### src/rtl/inst_fetch_pkg.sv
// ============================================================================
// inst_fetch_pkg : shared constants and state type for the RV32I fetch stage
// Rev 1.0
// ============================================================================
`default_nettype none

package inst_fetch_pkg;

  localparam logic [31:0] NOP_INST         = 32'h0000_0013;
  localparam logic [31:0] DEFAULT_RESET_PC = 32'h0000_0000;

  typedef enum logic [1:0] {
    BOOT = 2'd0,
    RUN  = 2'd1,
    HALT = 2'd2
  } fetch_state_t;

endpackage

`default_nettype wire

### src/rtl/inst_fetch_pc_gen.sv
// ============================================================================
// inst_fetch_pc_gen : next-PC priority mux with target alignment and +4 wrap
// Rev 1.0
// ============================================================================
`default_nettype none

module inst_fetch_pc_gen
  import inst_fetch_pkg::*;
#(
  parameter int unsigned       XLEN     = 32,
  parameter logic [XLEN-1:0]   RESET_PC = DEFAULT_RESET_PC
) (
  input  fetch_state_t         state_i,
  input  logic [XLEN-1:0]      pc_i,
  input  logic                 stall_i,
  input  logic                 id_redirect_i,
  input  logic [XLEN-1:0]      id_target_i,
  input  logic                 ex_redirect_i,
  input  logic [XLEN-1:0]      ex_target_i,
  output logic [XLEN-1:0]      next_pc_o
);

  localparam logic [XLEN-1:0] PC_STEP = XLEN'(4);

  logic [XLEN-1:0] w_id_tgt;
  logic [XLEN-1:0] w_ex_tgt;

  assign w_id_tgt = {id_target_i[XLEN-1:2], 2'b00};
  assign w_ex_tgt = {ex_target_i[XLEN-1:2], 2'b00};

  // EX outranks stall: the EX instruction is older than whatever ID holds.
  always_comb begin
    next_pc_o = pc_i + PC_STEP;
    unique case (state_i)
      BOOT: next_pc_o = RESET_PC;
      HALT: next_pc_o = ex_redirect_i ? w_ex_tgt : pc_i;
      default: begin
        if (ex_redirect_i)      next_pc_o = w_ex_tgt;
        else if (stall_i)       next_pc_o = pc_i;
        else if (id_redirect_i) next_pc_o = w_id_tgt;
        else                    next_pc_o = pc_i + PC_STEP;
      end
    endcase
  end

endmodule

`default_nettype wire

### src/rtl/inst_fetch.sv
// ============================================================================
// inst_fetch : RV32I IF stage - PC register, ROM addressing, redirects, ECALL halt
// Optional perf counters enabled by defining FETCH_PERF_EN.   Rev 1.0
// ============================================================================
`default_nettype none

module inst_fetch
  import inst_fetch_pkg::*;
#(
  parameter logic [31:0] RESET_PC = DEFAULT_RESET_PC,
  parameter int unsigned XLEN     = 32
) (
  input  logic              clk,
  input  logic              rst,
  input  logic              stall_i,
  input  logic              id_redirect_i,
  input  logic [XLEN-1:0]   id_target_i,
  input  logic              id_excp_i,
  input  logic              ex_redirect_i,
  input  logic [XLEN-1:0]   ex_target_i,
  output logic [XLEN-1:0]   imem_addr_o,
  input  logic [XLEN-1:0]   imem_rdata_i,
  output logic [XLEN-1:0]   if_inst_o,
  output logic [XLEN-1:0]   if_pc_o,
  output logic              if_valid_o,
  output logic              halted_o,
  output logic [XLEN-1:0]   epc_o
`ifdef FETCH_PERF_EN
  ,
  output logic [31:0]       perf_fetch_o,
  output logic [31:0]       perf_redirect_o
`endif
);

  fetch_state_t    state_q, state_d;
  logic [XLEN-1:0] pc_q;
  logic [XLEN-1:0] epc_q, epc_d;
  logic [XLEN-1:0] w_next_pc;

  inst_fetch_pc_gen #(
    .XLEN     (XLEN),
    .RESET_PC (XLEN'(RESET_PC))
  ) u_pc_gen (
    .state_i       (state_q),
    .pc_i          (pc_q),
    .stall_i       (stall_i),
    .id_redirect_i (id_redirect_i),
    .id_target_i   (id_target_i),
    .ex_redirect_i (ex_redirect_i),
    .ex_target_i   (ex_target_i),
    .next_pc_o     (w_next_pc)
  );

  // ROM latches this address, so its data lines up with pc_q next cycle.
  assign imem_addr_o = w_next_pc;

  always_ff @(posedge clk or posedge rst) begin
    if (rst) begin
      state_q <= BOOT;
      pc_q    <= XLEN'(RESET_PC);
      epc_q   <= '0;
    end else begin
      state_q <= state_d;
      pc_q    <= w_next_pc;
      epc_q   <= epc_d;
    end
  end

  always_comb begin
    state_d    = state_q;
    epc_d      = epc_q;
    if_valid_o = 1'b0;
    if_inst_o  = XLEN'(NOP_INST);
    unique case (state_q)
      BOOT: state_d = RUN;
      RUN: begin
        if_valid_o = 1'b1;
        if_inst_o  = imem_rdata_i;
        if (id_excp_i && !stall_i && !ex_redirect_i) begin
          state_d = HALT;
          epc_d   = pc_q;
        end
      end
      HALT: if (ex_redirect_i) state_d = RUN;
      default: state_d = BOOT;
    endcase
  end

  assign if_pc_o  = pc_q;
  assign halted_o = (state_q == HALT);
  assign epc_o    = epc_q;

`ifdef FETCH_PERF_EN
  logic [31:0] perf_fetch_q;
  logic [31:0] perf_redirect_q;
  logic        w_fetch_evt;
  logic        w_redir_evt;

  assign w_fetch_evt = if_valid_o && !stall_i;
  assign w_redir_evt = ((state_q == RUN) && (ex_redirect_i || (!stall_i && id_redirect_i)))
                    || ((state_q == HALT) && ex_redirect_i);

  always_ff @(posedge clk or posedge rst) begin
    if (rst) begin
      perf_fetch_q    <= '0;
      perf_redirect_q <= '0;
    end else begin
      if (w_fetch_evt && (perf_fetch_q != 32'hFFFF_FFFF))
        perf_fetch_q <= perf_fetch_q + 32'd1;
      if (w_redir_evt && (perf_redirect_q != 32'hFFFF_FFFF))
        perf_redirect_q <= perf_redirect_q + 32'd1;
    end
  end

  assign perf_fetch_o    = perf_fetch_q;
  assign perf_redirect_o = perf_redirect_q;
`endif

endmodule

`default_nettype wire

### config.mk
export PLATFORM = sky130hd
export DESIGN_NAME = inst_fetch
export DESIGN_NICKNAME = d
export VERILOG_FILES = /design/src/rtl/inst_fetch_pkg.sv /design/src/rtl/inst_fetch_pc_gen.sv /design/src/rtl/inst_fetch.sv
export SDC_FILE = /design/constraint.sdc
export NUM_CORES = 1
export LEC_CHECK = 0
export CORE_ASPECT_RATIO = 0.7
export CORE_UTILIZATION = 42
export DETAILED_ROUTE_END_ITERATION = 8
export PLACE_DENSITY = 0.95
export SLEW_MARGIN = 20
export SYNTH_ARGS = -nofsm -noshare
export SYNTH_HDL_FRONTEND = slang
export SYNTH_HIERARCHICAL = 1
export SYNTH_SLANG_ARGS = --single-unit
### constraint.sdc
create_clock -name clk -period 3.6 [get_ports clk]
set_input_delay 0.54 -clock clk [delete_from_list [all_inputs] [get_ports clk]]
set_output_delay 0.54 -clock clk [all_outputs]
set_load 0.01 [all_outputs]
==> metrics.log, run 1 <==
INFO  metric status = finished clean
INFO  metric avgSynthCellArea = 10.2 um^2
INFO  metric unrepaired_setup_endpoints_after_global_routing = false
INFO  metric totalPowerFinal = 0.00327 W
INFO  metric report.final.setup_viol = 0
INFO  metric num_antenna_cells = 0
INFO  metric timing.critical_path.cells = nand4_2 > or4_4 > or3_1 > xor2_1 > o221ai_2 > clkdlybuf4s50_1
INFO  metric design.portCount = 232
INFO  metric drive_gt1_share = 13.7%
INFO  metric clock_latency = about 330 ps
INFO  metric placementRows = 29
INFO  metric ys_ff_latch = 66
INFO  metric hold_path.startpoint = epc_o[8]
INFO  metric critical_path_buf_inv_count = 1
INFO  metric numCtsBuffers = 9
INFO  metric grt_total_usage = between 30% and 40%
INFO  metric post_detailed_route_wirelength_per_cell = about 21 um
INFO  metric synthTopCellsByArea = sky130_fd_sc_hd__dfrtp_1 (40%), sky130_fd_sc_hd__mux2_4 (11%), sky130_fd_sc_hd__and2_1 (5.3%)
INFO  metric p_int = 0.00222 W
INFO  metric synth.net_count = just over 500
INFO  metric whs_endpoint = epc_o[8]
INFO  metric share_of_synthesized_area_occupied_by_flip_flops_and_latches = 40.0%
INFO  metric reg2reg_to = epc_o[18]
INFO  metric max-cap-violations = 0
INFO  metric fillerInstances = 696
INFO  metric yosys_warnings = 6
INFO  metric vias_in_the_first_global_route = ~4,400
INFO  metric fin_ws = 78.0 ps
INFO  metric dp_worst_setup_slack = around 310 ps
INFO  metric vias_per_cell = 5.66
INFO  metric first_pass_iters = 5
INFO  metric half_perimeter_wire_length_after_detailed_placement = 11,700 um
INFO  metric tightest_slew = 848 ps
INFO  metric synth_top_area_share = around 40%
INFO  metric clock_tree_from_tritoncts = done
INFO  metric max-slew-margin-rel = between 40% and 50%
INFO  metric tritoncts_num_sinks = 66
INFO  metric clock-skew-final = between 7 and 8 ps
INFO  metric timing.critical_path.slowest_cell_delay = 610 ps
INFO  metric design.die.area = 0.0102 mm^2
INFO  metric multi_input_area = about 0.0023 mm^2
INFO  metric design.core.area = just over 0.009 mm^2
INFO  metric r2r.worst_path.cells = 3
INFO  metric syn-cell-area = around 0.0041 mm^2
INFO  metric r2r_slack = approximately 1200 ps
INFO  metric cts_hold_buf = 0
INFO  metric clockRootBuffer = sky130_fd_sc_hd__clkbuf_16
INFO  metric worstPathRequired = about 3100 ps
INFO  metric async_flop_share = 100%
INFO  metric critical_path.max_fanout = 6
INFO  metric endpoint_kind = primary output
INFO  metric static-leakage-power = 2.80 nW
INFO  metric synth_cells = 404
INFO  metric cpLargestDelayFamily = simple AND/OR/NAND/NOR gates
INFO  metric worst_hold_path_type = reg -> reg
INFO  metric clock_tree.htree_level_count = 3
INFO  metric p_comb_share = a little over two fifths
INFO  metric report.final.slew_viol_count = 0
INFO  metric max_freq = between 0.2 and 0.3 GHz
INFO  metric total_switching_power = between 0.001 and 0.0015 W
INFO  metric seq_power_share = a little over a third
INFO  metric place_area = ~0.0065 mm^2
INFO  metric grt.overflow.total = 0
INFO  metric drt_first_iter_violations = 470
INFO  metric startpoint_type = flop
INFO  metric r2r-start = state_q[0]
INFO  metric hold_viol_final = 0
INFO  metric final_min_period_over_clock_period = 97.8%
INFO  metric die_height = ~85 um
INFO  metric route.vias.total = 4,298
INFO  metric synth.top_cells.by_count = sky130_fd_sc_hd__dfrtp_1 (66), sky130_fd_sc_hd__nand2_1 (38), sky130_fd_sc_hd__and2_1 (35)
INFO  metric fin_setup_tns = 0 ps
INFO  metric post-route-cell-area = 0.00678 mm^2
INFO  metric power.density = 482 mW/mm^2
INFO  metric area.sequential = 0.00166 mm^2
INFO  metric worst_setup_hold_path_clk_slew = 50 ps
INFO  metric drt.antenna.violating_nets = 0
INFO  metric die_w = 121 um
INFO  metric antenna_found_initial = 0
INFO  metric area_growth = 64.2%
INFO  metric totalWireLength = 15,800 um
INFO  metric hold_depth = 1
INFO  metric yosys.cell_count.top_type = sky130_fd_sc_hd__dfrtp_1
INFO  metric portBuffers = between 200 and 250
INFO  metric grt_max_degree = 67
INFO  metric floorplan.initialDensity = 44.5%
INFO  metric nNetsFinal = 734
INFO  metric ir_drop = 298 uV
INFO  metric yosys.area.top_type = sky130_fd_sc_hd__dfrtp_1
INFO  metric timing.critical_path.arrival = between 2000 and 3000 ps
INFO  metric setup.worst_path.class = reg -> out
INFO  metric crit_path_top_delay_cell = sky130_fd_sc_hd__or4_4
INFO  metric p_sw_share = 32.2%
INFO  metric period_minus_slack = 3520 ps
INFO  metric yosysUniqueCellTypes = 60
INFO  metric grt_pass1_wl = about 24,000 um
INFO  metric clock_tree.buffer_depth = 2
INFO  metric place.gp.congestion = 0.878
INFO  metric ys_dominant_reg_cell = sky130_fd_sc_hd__dfrtp_1
INFO  metric synth_enable_flop_cells = 0
INFO  metric detail_route.drc_violations = 0
INFO  metric share_clk_of_total_power = 23.3%
==> registers in the layout, indices dropped and copies added, names as in the netlist <==
register	count
epc_o	32
if_pc_o	32
state_q	2
==> routing by layer <==
metal | vias to the layer above | part of all wire, % | track usage [%]
met1 | 2060 | 39 | 39.0
met2 | 289 | 48 | 51.9
li1 | 1916 | - | -
met5 | - | 0 | 0
met3 | 33 | 11 | 9.34
met4 | 0 | 2.4 | 11.7
==> power by group through the flow <==
stage	combinational, W	clock [W]	sequential, W
floorplan	0.000526	0	0.00117
global placement	0.00133	0	0.00113
detailed placement	0.00135	0	0.00114
CTS	0.00137	0.000775	0.00113
global route	0.00144	0.000802	0.00117
finish	0.00136	0.000762	0.00114
==> how the worst max path moves through the flow <==
stage / depth (start not counted) / endpoint / startpoint / slack, ps
floorplan: 6 / imem_addr_o[28] / if_pc_o[2] / 920
global placement: 8 / imem_addr_o[9] / stall_i / 360
detailed placement: 6 / imem_addr_o[26] / stall_i / 310
finish: 6 / imem_addr_o[23] / if_pc_o[14] / 80
CTS: 6 / imem_addr_o[23] / if_pc_o[7] / 20
global route: 8 / imem_addr_o[22] / if_pc_o[3] / 4
==> layout by cell type, fill, tap and decap left out, types with 4 or more instances in the layout <==
| cell | count |
|---|---|
| sky130_fd_sc_hd__nand2_1 | 38 |
| sky130_fd_sc_hd__clkdlybuf4s50_1 | 225 |
| sky130_fd_sc_hd__nor2_1 | 14 |
| sky130_fd_sc_hd__xor2_1 | 13 |
| sky130_fd_sc_hd__nand3_1 | 12 |
| sky130_fd_sc_hd__nand2b_1 | 5 |
| sky130_fd_sc_hd__o21ai_0 | 18 |
| sky130_fd_sc_hd__mux2_4 | 29 |
| sky130_fd_sc_hd__nand4_1 | 12 |
| sky130_fd_sc_hd__o221ai_1 | 10 |
| sky130_fd_sc_hd__a211oi_1 | 6 |
| sky130_fd_sc_hd__buf_4 | 16 |
| sky130_fd_sc_hd__dfrtp_1 | 59 |
| sky130_fd_sc_hd__mux2_2 | 5 |
| sky130_fd_sc_hd__clkbuf_16 | 9 |
| sky130_fd_sc_hd__xnor2_1 | 11 |
| sky130_fd_sc_hd__and2_1 | 35 |
| sky130_fd_sc_hd__dfrtp_2 | 7 |
| sky130_fd_sc_hd__nor3_1 | 10 |
| sky130_fd_sc_hd__clkinv_2 | 4 |
| sky130_fd_sc_hd__mux2i_1 | 18 |
| sky130_fd_sc_hd__inv_1 | 5 |
| sky130_fd_sc_hd__a21oi_1 | 10 |
| sky130_fd_sc_hd__o22ai_1 | 5 |
| sky130_fd_sc_hd__and3_1 | 5 |
==> cell type report <==
class,instances,area share [%]
flip-flops and latches,66,24.5
clock inverters,4,0.295
well taps,124,2.29
repair buffers,243,35.2
clock buffers,11,3.43
multi-input cells,305,33.9
inverters,6,0.332
==> stage by stage <==
step	std cells	utilization (%)	hold slack (ps)
2_1_floorplan	404	-	506
3_3_place_gp	742	69.9	489
3_5_place_dp	742	69.9	492
4_1_cts	757	72.7	507
5_1_grt	759	73.0	529
6_report	759	73.0	511
==> repair_timing <==
item / CTS / global route
setup endpoints to repair: 0 / 6
setup buffers: 0 / 2
gates resized for setup: 0 / 9
==> logic make-up (layout without fill, tap and decap cells) <==
| logic type | count (synthesis) | after routing | share of synthesized area, % |
|---|---|---|---|
| AO/OA/AOI/OAI | 74 | 74 | 12.5 |
| XOR/XNOR | 24 | 24 | 5.09 |
| adder cells (fa/ha/maj) | 1 | 1 | 0.303 |
| buffers and inverters | 33 | 264 | 4.45 |
| flip-flops | 66 | 66 | 40.0 |
| multiplexers | 52 | 52 | 16.3 |
| AND/OR/NAND/NOR | 154 | 154 | 21.4 |
Note: power is estimated with default switching activity, not from simulation.
==> inputs of run 2 (changes only) <==
SLEW_MARGIN = 25   (was 20)
==> results of run 2 <==
Same layout as run 1: the final DEF is identical, and so are final timing and power.
==> inputs of run 3 (changes only) <==
SETUP_SLACK_MARGIN = 0.5   (was unset)
==> run 3 against run 2 <==
Effect of this change: cell count increased by 2.8%; non-clock buffer count increased by 21; critical path depth increased by 1; sequential power about the same; hold slack about the same; sequential share of layout area decreased by 0.64 points.
==> metrics.log, run 3 (same netlist as run 1, synthesis figures left out) <==
INFO  metric status = finished clean
INFO  metric layout.cells.most_common = sky130_fd_sc_hd__clkdlybuf4s50_1
INFO  metric fillerInstances = 659
INFO  metric setup.worst_path.class = in -> out
INFO  metric tritoncts_num_sinks = 66
INFO  metric grt_max_degree = 67
INFO  metric worstPathRequired = just over 3000 ps
INFO  metric report.final.setup_viol = 0
INFO  metric half_perimeter_wire_length_after_detailed_placement = 11,700 um
INFO  metric hold_viol_final = 0
INFO  metric vias_per_cell = 5.60
INFO  metric clock_latency = between 300 and 400 ps
INFO  metric finalNonFillerCells = 780
INFO  metric place.gp.congestion = just under 0.9
INFO  metric num_antenna_cells = 0
INFO  metric die_height = around 85 um
INFO  metric period_minus_slack = between 3000 and 4000 ps
INFO  metric first_pass_iters = 5
INFO  metric max-cap-violations = 0
INFO  metric worst_hold_path_type = reg -> reg
INFO  metric antenna_found_initial = 0
INFO  metric most-common-layout-cells = sky130_fd_sc_hd__clkdlybuf4s50_1 (207), sky130_fd_sc_hd__dfrtp_1 (49), sky130_fd_sc_hd__nand2_1 (37), sky130_fd_sc_hd__buf_4 (36), sky130_fd_sc_hd__and2_1 (35)
INFO  metric die_w = between 100 and 150 um
INFO  metric hold_path.startpoint = epc_o[8]
INFO  metric r2r_slack = 1450 ps
INFO  metric timing.critical_path.arrival = 2560 ps
INFO  metric post_detailed_route_wirelength_per_cell = 20.9 um
INFO  metric whs_endpoint = epc_o[8]
INFO  metric clock_tree_from_tritoncts = done
INFO  metric max-slew-margin-rel = about 43%
INFO  metric design.core.area = 0.00929 mm^2
INFO  metric portBuffers = roughly 230
INFO  metric unrepaired_setup_endpoints_after_global_routing = true
INFO  metric grt.overflow.total = 0
INFO  metric place_area = 0.00650 mm^2
INFO  metric clock-skew-final = 6.62 ps
INFO  metric ir_drop = 290 uV
INFO  metric reg2reg_to = epc_o[9]
INFO  metric critical_path.max_fanout = 18
INFO  metric cts_hold_buf = 0
INFO  metric totalPowerFinal = 0.00332 W
INFO  metric worst_setup_hold_path_clk_slew = 50 ps
INFO  metric floorplan.initialDensity = 44.5%
INFO  metric final_min_period_over_clock_period = 86.0%
INFO  metric r2r-start = state_q[0]
INFO  metric numCtsBuffers = 9
INFO  metric r2r.worst_path.cells = 3
INFO  metric power.density = approximately 470 mW/mm^2
INFO  metric clock_tree.buffer_depth = 2
INFO  metric placementRows = 29
INFO  metric startpoint_type = input port
INFO  metric grt_pass1_wl = 24,500 um
INFO  metric clock_tree.htree_level_count = 3
INFO  metric route.vias.total = 4,365
INFO  metric hold_depth = 1
INFO  metric grt_total_usage = 31.7%
INFO  metric report.final.slew_viol_count = 0
INFO  metric clockRootBuffer = sky130_fd_sc_hd__clkbuf_16
INFO  metric drt.antenna.violating_nets = 0
INFO  metric endpoint_kind = primary output
INFO  metric detail_route.drc_violations = 0
INFO  metric tightest_slew = 848 ps
INFO  metric post-route-cell-area = 0.00702 mm^2
INFO  metric fin_setup_tns = 0 ps
INFO  metric totalWireLength = 16,300 um
INFO  metric design.die.area = 0.0102 mm^2
INFO  metric drive_gt1_share = 20.3%
INFO  metric drt_first_iter_violations = 436
INFO  metric vias_in_the_first_global_route = around 4,400
INFO  metric nNetsFinal = 755
INFO  metric area_growth = 69.9%
INFO  metric place.detailed.instances = approximately 740
INFO  metric static-leakage-power = approximately 3.0 nW
INFO  metric design.portCount = between 200 and 250
INFO  metric max_freq = 0.323 GHz
==> run 3: cell types whose count changed in the layout (fill, tap and decap cells not counted), moves of 2 or more <==
cell / change
sky130_fd_sc_hd__clkdlybuf4s50_1: -18
sky130_fd_sc_hd__nor3_1: -2
sky130_fd_sc_hd__dlymetal6s2s_1: +5
sky130_fd_sc_hd__o31ai_1: -2
sky130_fd_sc_hd__dfrtp_2: +10
sky130_fd_sc_hd__nor3_2: +2
sky130_fd_sc_hd__dlygate4sd2_1: +8
sky130_fd_sc_hd__clkdlybuf4s15_2: +2
sky130_fd_sc_hd__nor4_2: -2
sky130_fd_sc_hd__o31ai_2: +2
sky130_fd_sc_hd__nor4_4: +2
sky130_fd_sc_hd__buf_4: +20
sky130_fd_sc_hd__clkbuf_2: +3
sky130_fd_sc_hd__dfrtp_1: -10
==> run 3: power by group <==
group | internal, W | switching, W | total [W]
sequential | 0.000927 | 0.000200 | 0.00113
clock | 0.000457 | 0.000305 | 0.000761
combinational | 0.000861 | 0.000571 | 0.00143
==> run 3: what timing repair did <==
item,CTS,global route
setup endpoints to repair,31,15
gates resized for setup,44,21
setup buffers,10,13
pin swaps,3,2
gates cloned,0,0
==> run 3: area by class of cell <==
class / count / area [um^2] / share of cell area [%]
multi-input cells: 305 / 2370 / 33.8
clock buffers: 11 / 233 / 3.32
repair buffers: 264 / 2540 / 36.3
inverters: 6 / 22.5 / 0.321
well taps: 124 / 155 / 2.21
flip-flops and latches: 66 / 1670 / 23.8
clock inverters: 4 / 20.0 / 0.285
==> run 3: layer usage <==
metal | global-route usage (%) | routed length [um]
met1 | 39.9 | 6490
met2 | 52.8 | 7920
met3 | 8.60 | 1600
met4 | 11.2 | 274
met5 | 0 | 0
==> run 3: worst max path at each step <==
stage / endpoint / startpoint / slack, ps / cells past startpoint
5_1_grt: imem_addr_o[27] / id_redirect_i / 390 / 6
3_3_place_gp: imem_addr_o[9] / stall_i / 360 / 8
2_1_floorplan: imem_addr_o[28] / if_pc_o[2] / 920 / 6
3_5_place_dp: imem_addr_o[26] / stall_i / 310 / 6
6_report: imem_addr_o[8] / ex_redirect_i / 500 / 7
4_1_cts: imem_addr_o[18] / if_pc_o[3] / 440 / 8
==> run 3: metrics by stage <==
| step | hold slack (ps) | worst slack, ps | util [%] |
|---|---|---|---|
| 2_1_floorplan | 506 | 920 | - |
| 3_3_place_gp | 489 | 361 | 69.9 |
| 3_5_place_dp | 492 | 309 | 69.9 |
| 4_1_cts | 507 | 443 | 74.0 |
| 5_1_grt | 529 | 394 | 75.6 |
| 6_report | 510 | 504 | 75.6 |
==> run 3: worst max-delay path, cell delays in order <==
cell and delay (ps):
sky130_fd_sc_hd__buf_2 330, sky130_fd_sc_hd__inv_1 310, sky130_fd_sc_hd__nand2_1 190, sky130_fd_sc_hd__nand2_1 90, sky130_fd_sc_hd__buf_4 210, sky130_fd_sc_hd__o22ai_1 270, sky130_fd_sc_hd__clkdlybuf4s50_1 610
